===== config.mk =====
export PLATFORM = sky130hd
export DESIGN_NAME = calc_result_bcd
export DESIGN_NICKNAME = d
export VERILOG_FILES = /design/src/rtl/calc_result_bcd.sv
export SDC_FILE = /design/constraint.sdc
export NUM_CORES = 1
export LEC_CHECK = 0
export CORE_ASPECT_RATIO = 0.9
export CORE_MARGIN = 3
export CORE_UTILIZATION = 60
export CTS_CLUSTER_SIZE = 28
export DETAILED_ROUTE_END_ITERATION = 8
export MAX_ROUTING_LAYER = met4
export PLACE_DENSITY = 0.95
export SLEW_MARGIN = 20
export SYNTH_ARGS = -nofsm -noshare
export SYNTH_HDL_FRONTEND = slang
export SYNTH_SLANG_ARGS = --single-unit

===== constraint.sdc =====
create_clock -name clk -period 3.4 [get_ports clk]
set_input_delay 1.02 -clock clk [delete_from_list [all_inputs] [get_ports clk]]
set_output_delay 1.02 -clock clk [all_outputs]
set_load 0.01 [all_outputs]

===== src/rtl/calc_result_bcd.sv =====
// Serial double-dabble formatter for the 4-bit calculator datapath.
// Converts one raw result per handshake into hundreds/tens/ones plus remainder digits.
`timescale 1ns/1ps
module calc_result_bcd (
    input  logic        clk,
    input  logic        rst_n,
    input  logic        in_valid,
    output logic        in_ready,
    input  logic [1:0]  in_op,
    input  logic [7:0]  in_data,
    output logic        out_valid,
    input  logic        out_ready,
    output logic [11:0] out_bcd,
    output logic [7:0]  out_rem,
    output logic        out_neg,
    output logic [1:0]  out_op
);

    typedef enum logic [1:0] {IDLE, CONV, DONE} state_t;

    state_t      state;
    logic [2:0]  count;
    logic [7:0]  main_sh, rem_sh;
    logic [11:0] main_bcd;
    logic [7:0]  rem_bcd;
    logic        neg_r;
    logic [1:0]  op_r;

    logic [7:0]  cap_main, cap_rem;
    logic        cap_neg;
    logic [3:0]  sub_mag;
    logic [11:0] main_adj, main_nxt;
    logic [7:0]  rem_adj, rem_nxt;

    function automatic logic [3:0] add3(input logic [3:0] d);
        return (d >= 4'd5) ? d + 4'd3 : d;
    endfunction

    // Sub arrives as the raw a+~b+1 sum; bit 4 is the no-borrow flag.
    always_comb begin
        cap_main = 8'd0;
        cap_rem  = 8'd0;
        cap_neg  = 1'b0;
        sub_mag  = ~in_data[3:0] + 4'd1;
        case (in_op)
            2'b00: cap_main = {3'b000, in_data[4:0]};
            2'b01: begin
                cap_main = in_data[4] ? {4'h0, in_data[3:0]} : {4'h0, sub_mag};
                cap_neg  = ~in_data[4] && (cap_main != 8'd0);
            end
            2'b10: cap_main = in_data;
            default: begin
                cap_main = {4'h0, in_data[7:4]};
                cap_rem  = {4'h0, in_data[3:0]};
            end
        endcase
    end

    always_comb begin
        main_adj = {add3(main_bcd[11:8]), add3(main_bcd[7:4]), add3(main_bcd[3:0])};
        main_nxt = {main_adj[10:0], main_sh[7]};
        rem_adj  = {add3(rem_bcd[7:4]), add3(rem_bcd[3:0])};
        rem_nxt  = {rem_adj[6:0], rem_sh[7]};
    end

    always_ff @(posedge clk or negedge rst_n) begin
        if (!rst_n) begin
            state     <= IDLE;
            count     <= 3'd0;
            main_sh   <= 8'd0;
            rem_sh    <= 8'd0;
            main_bcd  <= 12'd0;
            rem_bcd   <= 8'd0;
            neg_r     <= 1'b0;
            op_r      <= 2'd0;
            in_ready  <= 1'b1;
            out_valid <= 1'b0;
            out_bcd   <= 12'd0;
            out_rem   <= 8'd0;
            out_neg   <= 1'b0;
            out_op    <= 2'd0;
        end else begin
            case (state)
                IDLE: begin
                    if (in_valid && in_ready) begin
                        main_sh  <= cap_main;
                        rem_sh   <= cap_rem;
                        neg_r    <= cap_neg;
                        op_r     <= in_op;
                        main_bcd <= 12'd0;
                        rem_bcd  <= 8'd0;
                        count    <= 3'd0;
                        in_ready <= 1'b0;
                        state    <= CONV;
                    end
                end
                CONV: begin
                    main_bcd <= main_nxt;
                    rem_bcd  <= rem_nxt;
                    main_sh  <= {main_sh[6:0], 1'b0};
                    rem_sh   <= {rem_sh[6:0], 1'b0};
                    count    <= count + 3'd1;
                    // Eighth shift: publish the just-computed digits directly.
                    if (count == 3'd7) begin
                        out_bcd   <= main_nxt;
                        out_rem   <= rem_nxt;
                        out_neg   <= neg_r;
                        out_op    <= op_r;
                        out_valid <= 1'b1;
                        state     <= DONE;
                    end
                end
                DONE: begin
                    if (out_ready) begin
                        out_valid <= 1'b0;
                        in_ready  <= 1'b1;
                        state     <= IDLE;
                    end
                end
                default: state <= IDLE;
            endcase
        end
    end

endmodule

==> reports/metrics.yaml <==
status: "finished, final reports clean"
crit_slowest_cell: "dfstp_2"
die_x_um: 84.6
synthTopCellsByArea: "dfrtp_1 51%, nand2_1 7.5%, o21ai_0 7.2%"
relSlewSlack: 0.372
core-area_um2: 5320
whs_ps: 477
via_per_inst: 6.06
drcViolationCount: 0
finalWirelength_mm: 7.33
yosys_warnings: 0
vias: 2723
synth_cells: 342
ys_types: 41
yosysMostFrequentCell: "dfrtp_1"
multi_input_area_um2: 1430
async_flop_share: 1.00
p_leak_nw: 1.81
grt_pass1_vias: 2764
avgSynthCellArea_um2: 9.75
path_max_fanout: 6
path_clk_slew_ps: 70
top_layer_used: "met4"
syn_nets: 369
cts.htree.levels: 3
drtAntennaViolNets: 0
place_area_um2: 3730
n_antenna_cell: 0
grt_pass1_wl_mm: 13.0
skew_ps: 8.21
drt-wirelength-per-cell_um: 16.3
cp.arrival_ps: 1490
grt_use_total: 0.260
dieArea_um2: 6490
cts_tree: "done"
num_rows: 25
root_buffer: "clkbuf_8"
fill_cells: 377
worstMarginPinSlew_ps: 943
drt_iter0_markers: 227
io_buffers: 38
grt_max_degree: 43
critPathKind: "reg2out"
num_io_pins: 39
die_y_um: 76.7
area_growth_pct: 17.9
fin_setup_tns_ps: 0
dpl.hpwl_mm: 4.83
min_path_type: "reg2reg"
critPathTopFamily: "flip-flops"
synth_ff_type: "dfrtp_1"
synth.top_cell.area_share: 0.510
p_per_area_nw_per_um2: 405
wl_met1_mm: 2.90
synth_top_cells_by_count: "68 x dfrtp_1, 67 x nand2_1, 48 x o21ai_0"
clock_sinks: 69
post_cts_buffers: 0
start_util: 0.627
ys_seq_elements: 69
cp_cell_sequence: "clkdlybuf4s50_1"
synth_edf_count: 0
end_kind: "primary output"
period_share: 0.739
syn-cell-area_um2: 3340
regArea_um2: 1730
fmax_mhz: 398
final-setup-viol-count: 0
required_ps: 2380
ir_drop_v: 0.000279
period_minus_slack_ps: 2510
gp_congestion: 0.934
postCtsHoldBufs: 0
rsz0062_at_grt: "no"
setup_ws_ps: 886
synth-seq-area-share: 0.518
drive_gt1_frac: 0.0838
cts_buffers: 9
critical-path-max-stage-delay_ps: 580
first_pass_iters: 6
total_power_mw: 1.59
finalHoldViolations: 0
synth_top_cell_by_area: "dfrtp_1"
start_kind: "register"
clockBufferDepth: 2
wl_met3_um: 479
cp_num_buf_inv: 1
clkLatencyLatePin_ps: 350
dp_slack_ps: 568
slew_violations: 0
cts.repair.resized: 0
drv_cap: 0
nNetsFinal: 404
overflow: 0
antenna_found_initial: 0
stdcell_area_um2: 3930
wl_met2_mm: 3.81
-- final cells by class --
cell class,count,area share
Sequential cell,69,0.439
Timing Repair Buffer,41,0.104
Clock inverter,5,0.0191
Clock buffer,11,0.0334
Inverter,20,0.0191
Tap cell,67,0.0213
Multi-Input combinational cell,236,0.363
-- through the flow --
stage | cells | utilization
5_1_grt | 449 | 0.740
2_1_floorplan | 342 | -
4_1_cts | 449 | 0.740
3_3_place_gp | 433 | 0.701
3_5_place_dp | 433 | 0.701
6_report | 449 | 0.740
-- registers in the layout (all words and copies together), names as in the netlist --
signal     flops
main_bcd      12
out_bcd       12
main_sh        8
out_rem        8
rem_bcd        8
rem_sh         8
count          3
op_r           2
out_op         2
state          2
in_ready       1
neg_r          1
out_neg        1
out_valid      1
-- final timing paths --
kind	from	end	slack [ps]	cells after the start
max	in_ready	in_ready	890	1
min	op_r[0]	op_r[0]	480	2
max reg2reg	state[0]	out_neg	1360	3
min reg2reg	op_r[0]	op_r[0]	480	2
max in group asynchronous	rst_n	in_ready	1950	2
min in group asynchronous	rst_n	out_rem[7]	730	1
-- cell families (layout without fill, tap and decap cells) --
group	count (synthesis)	count (layout)	share of synthesized area
and+or+nand+nor	119	119	0.172
xor gates and xnor gates	6	6	0.0158
DFF	69	69	0.518
AOI/OAI and AO/OA	87	87	0.152
buffers and inverters	37	77	0.0536
adders and majority gates	13	13	0.0488
muxes	11	11	0.0401
-- routing by layer --
layer  track usage  vias to the layer above
met5             -                        -
met4         0.104                        0
li1              -                     1257
met3        0.0569                       19
met2         0.438                      131
met1         0.304                     1316
-- layout by cell type (no fill, tap or decap), types with 2 or more instances in the layout --
cell	count
o2111ai_1	2
o21ai_1	2
nor3b_1	8
inv_1	20
a222oi_1	3
clkdlybuf4s50_1	37
nand3_1	13
o31ai_1	4
mux2_4	3
nor2b_1	2
mux2_2	7
or3_1	2
nor3_1	9
buf_4	2
xnor2_1	6
a221o_1	3
clkbuf_1	2
bufinv_16	2
nand2b_1	7
a21oi_1	16
o21ai_0	48
ha_1	13
a22oi_1	3
dfrtp_1	68
nand2_1	67
nor2_1	4
clkinv_2	3
clkbuf_8	9
-- where the power goes --
group          leakage [nW]  internal, mW  switching (mW)
Clock                 0.107         0.410           0.308
Combinational         0.897        0.0226          0.0342
Sequential            0.804         0.820               0
Power figures use the tool's default switching activity.
